[src/rtl/vga_pkg.sv]
// Shared constants, owner encodings and colour expansion for the VGA VRAM arbiter.
package vga_pkg;

    localparam int unsigned H_RES_DEF = 640;
    localparam int unsigned V_RES_DEF = 480;

    typedef enum logic [1:0] {
        OWN_IDLE = 2'd0,
        OWN_RD   = 2'd1,
        OWN_WR   = 2'd2
    } owner_e;

    // Each 4-bit channel n becomes the byte {n,n} so full scale maps to 8'hFF.
    function automatic logic [23:0] rgb444_to_888(input logic [11:0] c);
        return {c[11:8], c[11:8], c[7:4], c[7:4], c[3:0], c[3:0]};
    endfunction

endpackage

[src/rtl/vga_wr_fifo.sv]
// Small synchronous FIFO queuing host writes until the display leaves the RAM idle.
module vga_wr_fifo #(
    parameter int unsigned WIDTH = 31,
    parameter int unsigned DEPTH = 4
) (
    input  logic                    clk,
    input  logic                    reset,
    input  logic                    push,
    input  logic                    pop,
    input  logic [WIDTH-1:0]        wdata,
    output logic [WIDTH-1:0]        head,
    output logic [$clog2(DEPTH):0]  level,
    output logic                    full,
    output logic                    empty
);

    localparam int unsigned PTR_W = $clog2(DEPTH);
    localparam int unsigned LVL_W = PTR_W + 1;

    logic [WIDTH-1:0] mem_q [DEPTH];
    logic [WIDTH-1:0] mem_d [DEPTH];
    logic [PTR_W-1:0] wr_ptr_q, wr_ptr_d;
    logic [PTR_W-1:0] rd_ptr_q, rd_ptr_d;
    logic [LVL_W-1:0] level_q, level_d;
    logic             push_ok;
    logic             pop_ok;

    assign full    = (level_q == LVL_W'(DEPTH));
    assign empty   = (level_q == '0);
    assign level   = level_q;
    assign head    = mem_q[rd_ptr_q];
    assign push_ok = push && !full;
    assign pop_ok  = pop && !empty;

    // Pointers wrap naturally because DEPTH is a power of two.
    always_comb begin
        mem_d    = mem_q;
        wr_ptr_d = wr_ptr_q;
        rd_ptr_d = rd_ptr_q;
        level_d  = level_q;
        if (push_ok) begin
            mem_d[wr_ptr_q] = wdata;
            wr_ptr_d        = wr_ptr_q + PTR_W'(1);
        end
        if (pop_ok) begin
            rd_ptr_d = rd_ptr_q + PTR_W'(1);
        end
        case ({push_ok, pop_ok})
            2'b10:   level_d = level_q + LVL_W'(1);
            2'b01:   level_d = level_q - LVL_W'(1);
            default: level_d = level_q;
        endcase
    end

    always_ff @(posedge clk) begin
        if (reset) begin
            wr_ptr_q <= '0;
            rd_ptr_q <= '0;
            level_q  <= '0;
        end else begin
            wr_ptr_q <= wr_ptr_d;
            rd_ptr_q <= rd_ptr_d;
            level_q  <= level_d;
        end
    end

    // Storage needs no reset; validity is tracked by the pointers.
    always_ff @(posedge clk) begin
        mem_q <= mem_d;
    end

endmodule

[src/rtl/vga_vram_arbiter.sv]
// Shares a single-port VRAM between VGA scan-out (always first) and queued host writes.
module vga_vram_arbiter
    import vga_pkg::*;
#(
    parameter int unsigned H_RES      = H_RES_DEF,
    parameter int unsigned V_RES      = V_RES_DEF,
    parameter int unsigned ADDR_W     = 19,
    parameter int unsigned DATA_W     = 12,
    parameter int unsigned FIFO_DEPTH = 4
) (
    input  logic                         pclk,
    input  logic                         reset,
    input  logic                         vga_valid,
    input  logic [9:0]                   h_addr,
    input  logic [9:0]                   v_addr,
    output logic [23:0]                  vga_data,
    input  logic                         host_wr_valid,
    output logic                         host_wr_ready,
    input  logic [ADDR_W-1:0]            host_wr_addr,
    input  logic [DATA_W-1:0]            host_wr_data,
    output logic [ADDR_W-1:0]            mem_addr,
    output logic                         mem_we,
    output logic [DATA_W-1:0]            mem_wdata,
    input  logic [DATA_W-1:0]            mem_rdata,
    output logic [$clog2(FIFO_DEPTH):0]  fifo_level,
    output logic [1:0]                   owner,
    output logic                         err_oob
);

    localparam int unsigned ENTRY_W = ADDR_W + DATA_W;
    localparam logic [ADDR_W:0] PIX_LIMIT = (ADDR_W + 1)'(H_RES * V_RES);

    logic [ENTRY_W-1:0] fifo_head;
    logic [ADDR_W-1:0]  head_addr;
    logic [DATA_W-1:0]  head_data;
    logic               fifo_full;
    logic               fifo_empty;
    logic               fifo_pop;
    logic [ADDR_W-1:0]  rd_addr;
    owner_e             grant;
    logic               oob_hit;

    logic   rd_q, rd_d;
    owner_e owner_q, owner_d;
    logic   err_oob_q, err_oob_d;

    vga_wr_fifo #(
        .WIDTH (ENTRY_W),
        .DEPTH (FIFO_DEPTH)
    ) u_wr_fifo (
        .clk   (pclk),
        .reset (reset),
        .push  (host_wr_valid),
        .pop   (fifo_pop),
        .wdata ({host_wr_addr, host_wr_data}),
        .head  (fifo_head),
        .level (fifo_level),
        .full  (fifo_full),
        .empty (fifo_empty)
    );

    assign {head_addr, head_data} = fifo_head;
    assign host_wr_ready = !fifo_full;
    assign rd_addr = ADDR_W'(v_addr) * ADDR_W'(H_RES) + ADDR_W'(h_addr);

    // Grant and RAM port drive: scan-out wins, then the queue head, else idle.
    always_comb begin
        grant     = OWN_IDLE;
        mem_addr  = '0;
        mem_we    = 1'b0;
        mem_wdata = '0;
        fifo_pop  = 1'b0;
        oob_hit   = 1'b0;
        if (vga_valid) begin
            grant    = OWN_RD;
            mem_addr = rd_addr;
        end else if (!fifo_empty) begin
            grant     = OWN_WR;
            fifo_pop  = 1'b1;
            mem_addr  = head_addr;
            mem_wdata = head_data;
            if ({1'b0, head_addr} < PIX_LIMIT) begin
                mem_we = !reset;
            end else begin
                oob_hit = 1'b1;
            end
        end
    end

    always_comb begin
        rd_d      = (grant == OWN_RD);
        owner_d   = grant;
        err_oob_d = err_oob_q | oob_hit;
    end

    always_ff @(posedge pclk) begin
        if (reset) begin
            rd_q      <= 1'b0;
            owner_q   <= OWN_IDLE;
            err_oob_q <= 1'b0;
        end else begin
            rd_q      <= rd_d;
            owner_q   <= owner_d;
            err_oob_q <= err_oob_d;
        end
    end

    // RAM data arrives one cycle after the read address, aligned with rd_q.
    assign vga_data = rd_q ? rgb444_to_888(mem_rdata) : 24'h0;
    assign owner    = owner_q;
    assign err_oob  = err_oob_q;

endmodule

[config.mk]
export PLATFORM = sky130hd
export DESIGN_NAME = vga_vram_arbiter
export DESIGN_NICKNAME = d
export VERILOG_FILES = /design/src/rtl/vga_pkg.sv /design/src/rtl/vga_wr_fifo.sv /design/src/rtl/vga_vram_arbiter.sv
export SDC_FILE = /design/constraint.sdc
export NUM_CORES = 1
export LEC_CHECK = 0
export CAP_MARGIN = 30
export CELL_PAD_IN_SITES_DETAIL_PLACEMENT = 0
export CELL_PAD_IN_SITES_GLOBAL_PLACEMENT = 1
export CORE_MARGIN = 1
export CORE_UTILIZATION = 40
export CTS_CLUSTER_SIZE = 28
export DETAILED_ROUTE_END_ITERATION = 16
export GPL_TIMING_DRIVEN = 0
export PLACE_DENSITY_LB_ADDON = 0.1
export SLEW_MARGIN = 20
export SYNTH_ARGS = -nofsm -noshare
export SYNTH_HDL_FRONTEND = slang
export SYNTH_HIERARCHICAL = 1
export SYNTH_SLANG_ARGS = --single-unit
[constraint.sdc]
create_clock -name pclk -period 6.5 [get_ports pclk]
set_clock_uncertainty 0.2 [all_clocks]
set_input_delay 1.625 -clock pclk [delete_from_list [all_inputs] [get_ports pclk]]
set_output_delay 1.625 -clock pclk [all_outputs]
set_load 0.03 [all_outputs]
======== After elaboration in Yosys (flattened, before gate mapping) ========
Cells that the tools add are included.
Widths: inputs -> output; s select.
storage, ports and cells
  bits of input ports ..................... 67
  register bits ........................... 135
  output and inout bits ................... 63
operators by class
  add/subtract/negate cells ............... 5
  bitwise logic cells ..................... 3
  equal/unequal tests ..................... 4
  reduce and logical (&&, ||, !) cells .... 8
  order comparisons ....................... 4
  muxes and demuxes ....................... 22
  multiply operators ...................... 1
operator list
  operator               count
  $bwmux 124             1
  $mux 31                3
  $bmux 31 s2            1
  $demux 31 s2           1
  $mux 19                2
  $mux 12                2
  $mux 24                1
  $add 19x10->19         1
  $lt 19x19->1 const B   1
  $mul 10x3->12 const B  1
  $mux 1                 8
  $ge 3x3->1 const B     2
  $not 2->3              2
  $pmux 3 s2             1
  $add 2x1->2 const B    2
  $eq 2x1->1 const B     2
  $mux 2                 2
  $add 3x1->3 const B    1
  $eq 3x3->1 const B     1
  $logic_and 1x1->1      3
  $logic_not 1->1        3
  $logic_not 3->1        1
  $lt 3x1->1 const B     1
  $sub 3x1->3 const B    1
  3 further kinds        3

======== Longest topological paths before layout ========
  depth in word-level cells ............... 9
  gate-level depth with buffers ........... 11
  depth with buffers taken out ............ 10

======== By module ========
Netlist, hierarchy kept.
modules (own cells, without submodules)
  module            instances  seq. area each (µm²)  area an instance (µm²)  cells each
  vga_wr_fifo       1          3,863.7               4,941.0                 213
  vga_vram_arbiter  1          80.1                  1,442.6                 189

======== Least setup slack after synthesis ========
No wires, ideal clock.
  path kind ............................... input to output
  start ................................... in v_addr[1]
  end ..................................... out mem_addr[16]
  stages on the path ...................... 9
  data arrival time ....................... 3.897 ns
  data required time ...................... 4.675 ns
  slack ................................... 0.778 ns
  cell sequence ........................... ha_1 > ha_1 > fa_1 > a21o_1 > a21oi_2 > xnor2_1 > and4bb_1 > xnor2_1 > o21ai_1
between the ends
  word-level cells in the longest chain between the ends .. 3
RTL lines
  element             line                    source
  start: declaration  vga_vram_arbiter.sv:15  input logic [9:0] v_addr,
  $mul 10x3->12       vga_vram_arbiter.sv:64  assign rd_addr = ADDR_W'(v_addr) * ADDR_W'(H_RES) + ADDR_W'(h_addr);
  $add 19x10->19      vga_vram_arbiter.sv:64
  $mux 19             vga_vram_arbiter.sv:74  if (vga_valid) begin
  end: declaration    vga_vram_arbiter.sv:21  output logic [ADDR_W-1:0] mem_addr,
No other way between the ends.

======== Final worst setup path ========
  start ................................... in v_addr[1]
  end ..................................... out mem_addr[17]
The elaborated chain is that of the path after synthesis.

==> reports/qor.yml <==
diodes: 0
dieArea_um2: 16500
ys.flop_type: "edfxtp_1"
synth_top_area_cell: "edfxtp_1"
syn-cell-area_um2: 6380
grt-ovfl-total: 0
rsz0062_at_grt: "no"
area_delta_synth_final_pct: 36.2
grt_max_degree: 23
antenna_found_initial: 0
hpwl_mm: 9.72
layout-drive-gt1-share_pct: 18.3
maxSlewHeadroom_pct: 62.8
antenna_left: 0
postPlaceCellArea_um2: 8040
vias: 3882
ir_drop_mv: 0.185
crit_path_start_kind: "input pin"
yosys_register_bits: 135
wl_mm: 13.8
synth_fp_nets: 496
die_w_um: 128
critPathMaxFanout: 5
tritoncts: "built"
outcome: "finished clean"
clock_latency_ps: 410
gp_congestion: 0.714
setup_viol: 0
viasPerCell: 4.99
dieHeight_um: 128
cts_max_level: 4
clk_pin_slew_worst_paths_ps: 60
cts_hold_buffers: 0
cts_setup_buffers: 0
crit_path_end_kind: "output port"
num_io_pins: 130
slowest_delay_ps: 450
worst_r2r_startpoint: "u_wr_fifo/level[0]"
power_density_nw_per_um2: 336
synthCells: 402
seq_area_frac_synth_pct: 61.8
synth.top_cell.area_share_pct: 58.3
cp.required_ps: 4680
postSynthAreaPerCell_um2: 15.9
cts.path.max_buffers: 2
fin_total_pwr_mw: 2.92
drv_slew: 0
grt_pass1_wl_mm: 21.1
num_rows: 45
endpoint: "mem_addr[17]"
grt_pass1_vias: 4020
synthDistinctLibCells: 55
finalHoldViolations: 0
first_pass_iters: 5
fin_crit_sh_pct: 97.9
final_util_pct: 56.5
hp-class: "reg2reg"
arrival_ps: 4540
cts_buffers: 17
synth-edff-count: 124
start_util_pct: 41.5
fin_crit_ps: 6360
path_common_cell: "ha_1"
synthTopCellsByArea: "edfxtp_1 58%, mux4_2 9.9%, ha_1 4.7%"
post_drt_wl_per_cell_um: 17.8
r2r_cells: 11
drc: 0
yosysWarningCount: 6
coreArea_um2: 15400
worstSetupPathType: "in2out"
fin_nets: 648
tns_ps: 0
cp_cell_sequence: "clkdlybuf4s50_1 > ha_1 > ha_1 > fa_2 > a21o_1 > nand4_1 > nand3b_1 > xor2_1 > nand3_1 > o221ai_2 > clkbuf_4"
r2r_end: "u_wr_fifo/level[2]"
timing.critical_path.from: "v_addr[1]"
worstMarginPinSlew_ps: 558
drt_iter0_drc: 170
cap_violations: 0
clkSinkCount: 135
fmax_mhz: 157
rrSetupSlack_ps: 3150
crit_path_top_delay_cell: "clkdlybuf4s50_1"
track_usage_pct: 17.5
synth-async-reset-ratio_pct: 0
p_leak_nw: 3.07
clock-root-buffer: "clkbuf_16"
stdcell_area_um2: 8690
port_buffers: 129
==> registers in the layout (all words and copies together) (netlist names) <==
register and count:
u_wr_fifo/wr_ptr_q 2, u_wr_fifo/rd_ptr_q 2, rd_q 1, err_oob 1, u_wr_fifo/level 3, owner 2, u_wr_fifo/mem_q 124
==> cell type report <==
| class | instances | area [µm²] |
|---|---|---|
| fill | 1205 | 6680 |
| tap | 211 | 264 |
| multi-input combinational | 222 | 2190 |
| clock inverter | 13 | 228 |
| buffer | 28 | 205 |
| sequential | 135 | 3940 |
| inverter | 17 | 63.8 |
| clock buffer | 19 | 433 |
| timing repair buffer | 133 | 1370 |
==> placed cells by master (no fill, tap or decap), types with 10 or more instances in the layout <==
master / count
nand2_1: 15
edfxtp_1: 124
nor2_1: 13
clkbuf_16: 17
dfxtp_1: 11
and2_1: 24
ha_1: 24
buf_4: 13
o21ai_0: 10
inv_1: 17
a21oi_1: 10
clkdlybuf4s50_1: 122
mux4_2: 28
==> worst min path at each step <==
stage,cells after the start,slack [ps],endpoint,start
4_1_cts,2,330,u_wr_fifo/wr_ptr_q[1],u_wr_fifo/wr_ptr_q[1]
6_report,2,320,u_wr_fifo/wr_ptr_q[1],u_wr_fifo/wr_ptr_q[1]
3_5_place_dp,2,320,u_wr_fifo/wr_ptr_q[1],u_wr_fifo/wr_ptr_q[1]
3_3_place_gp,2,300,u_wr_fifo/wr_ptr_q[1],u_wr_fifo/wr_ptr_q[1]
2_1_floorplan,2,280,u_wr_fifo/wr_ptr_q[1],u_wr_fifo/wr_ptr_q[1]
5_1_grt,2,350,u_wr_fifo/wr_ptr_q[1],u_wr_fifo/wr_ptr_q[1]
==> layer usage <==
metal,track usage (%),up-vias,routed length [µm]
li1,-,1848,-
met1,19.9,1898,5700
met2,31.4,123,7140
met3,4.78,13,841
met4,6.16,0,133
met5,0,-,0
==> critical path, delay by kind of cell <==
kind	cells	cell delay, ps
buffers and inverters	2	690
XOR/XNOR	1	380
adder cells (fa/ha/maj)	3	950
AND/OR/NAND/NOR	3	430
AO/OA/AOI/OAI	2	460
==> cells in the mapped netlist (all sizes together) (4+ instances only) <==
| cell type | n |
|---|---|
| edfxtp | 124 |
| mux4 | 31 |
| and2 | 28 |
| ha | 24 |
| buf | 22 |
| inv | 17 |
| nand2 | 16 |
| o21ai | 16 |
| nor2 | 13 |
| a21oi | 11 |
| dfxtp | 11 |
| a22o | 8 |
| xnor2 | 8 |
| xor2 | 7 |
| clkbuf | 6 |
| nor3 | 6 |
| a21o | 5 |
| nand2b | 5 |
| nor3b | 4 |
==> per-stage QoR <==
step	setup slack, ps	std cells	hold slack (ps)
final	136	778	319
after CTS	9.81	778	326
after floorplan	778	402	281
after global placement	-354	742	300
after global routing	10.8	778	352
after detailed placement	-395	746	318
==> timing repair <==
| action | in CTS | in global routing |
|---|---|---|
| pin swaps | 0 | 1 |
| endpoints found under the setup margin | 6 | 5 |
| resized for setup | 12 | 10 |
| hold endpoints to repair | 0 | 0 |
==> cells by family after synthesis <==
| family | Yosys count | share of synthesized area (%) |
|---|---|---|
| compound gates | 59 | 6.57 |
| flops | 135 | 61.8 |
| simple gates | 89 | 8.35 |
| mux | 32 | 11.3 |
| xor+xnor | 15 | 2.18 |
| fa+ha+maj | 27 | 5.64 |
| buf+inv | 45 | 4.21 |
==> power breakdown <==
group | leakage [nW] | internal, mW | switching [mW]
Sequential | 1.23 | 1.02 | 0.0258
Clock | 0.308 | 0.717 | 0.347
Combinational | 1.53 | 0.364 | 0.446
Total | 3.07 | 2.10 | 0.819
Note: power is estimated with default switching activity, not from simulation.
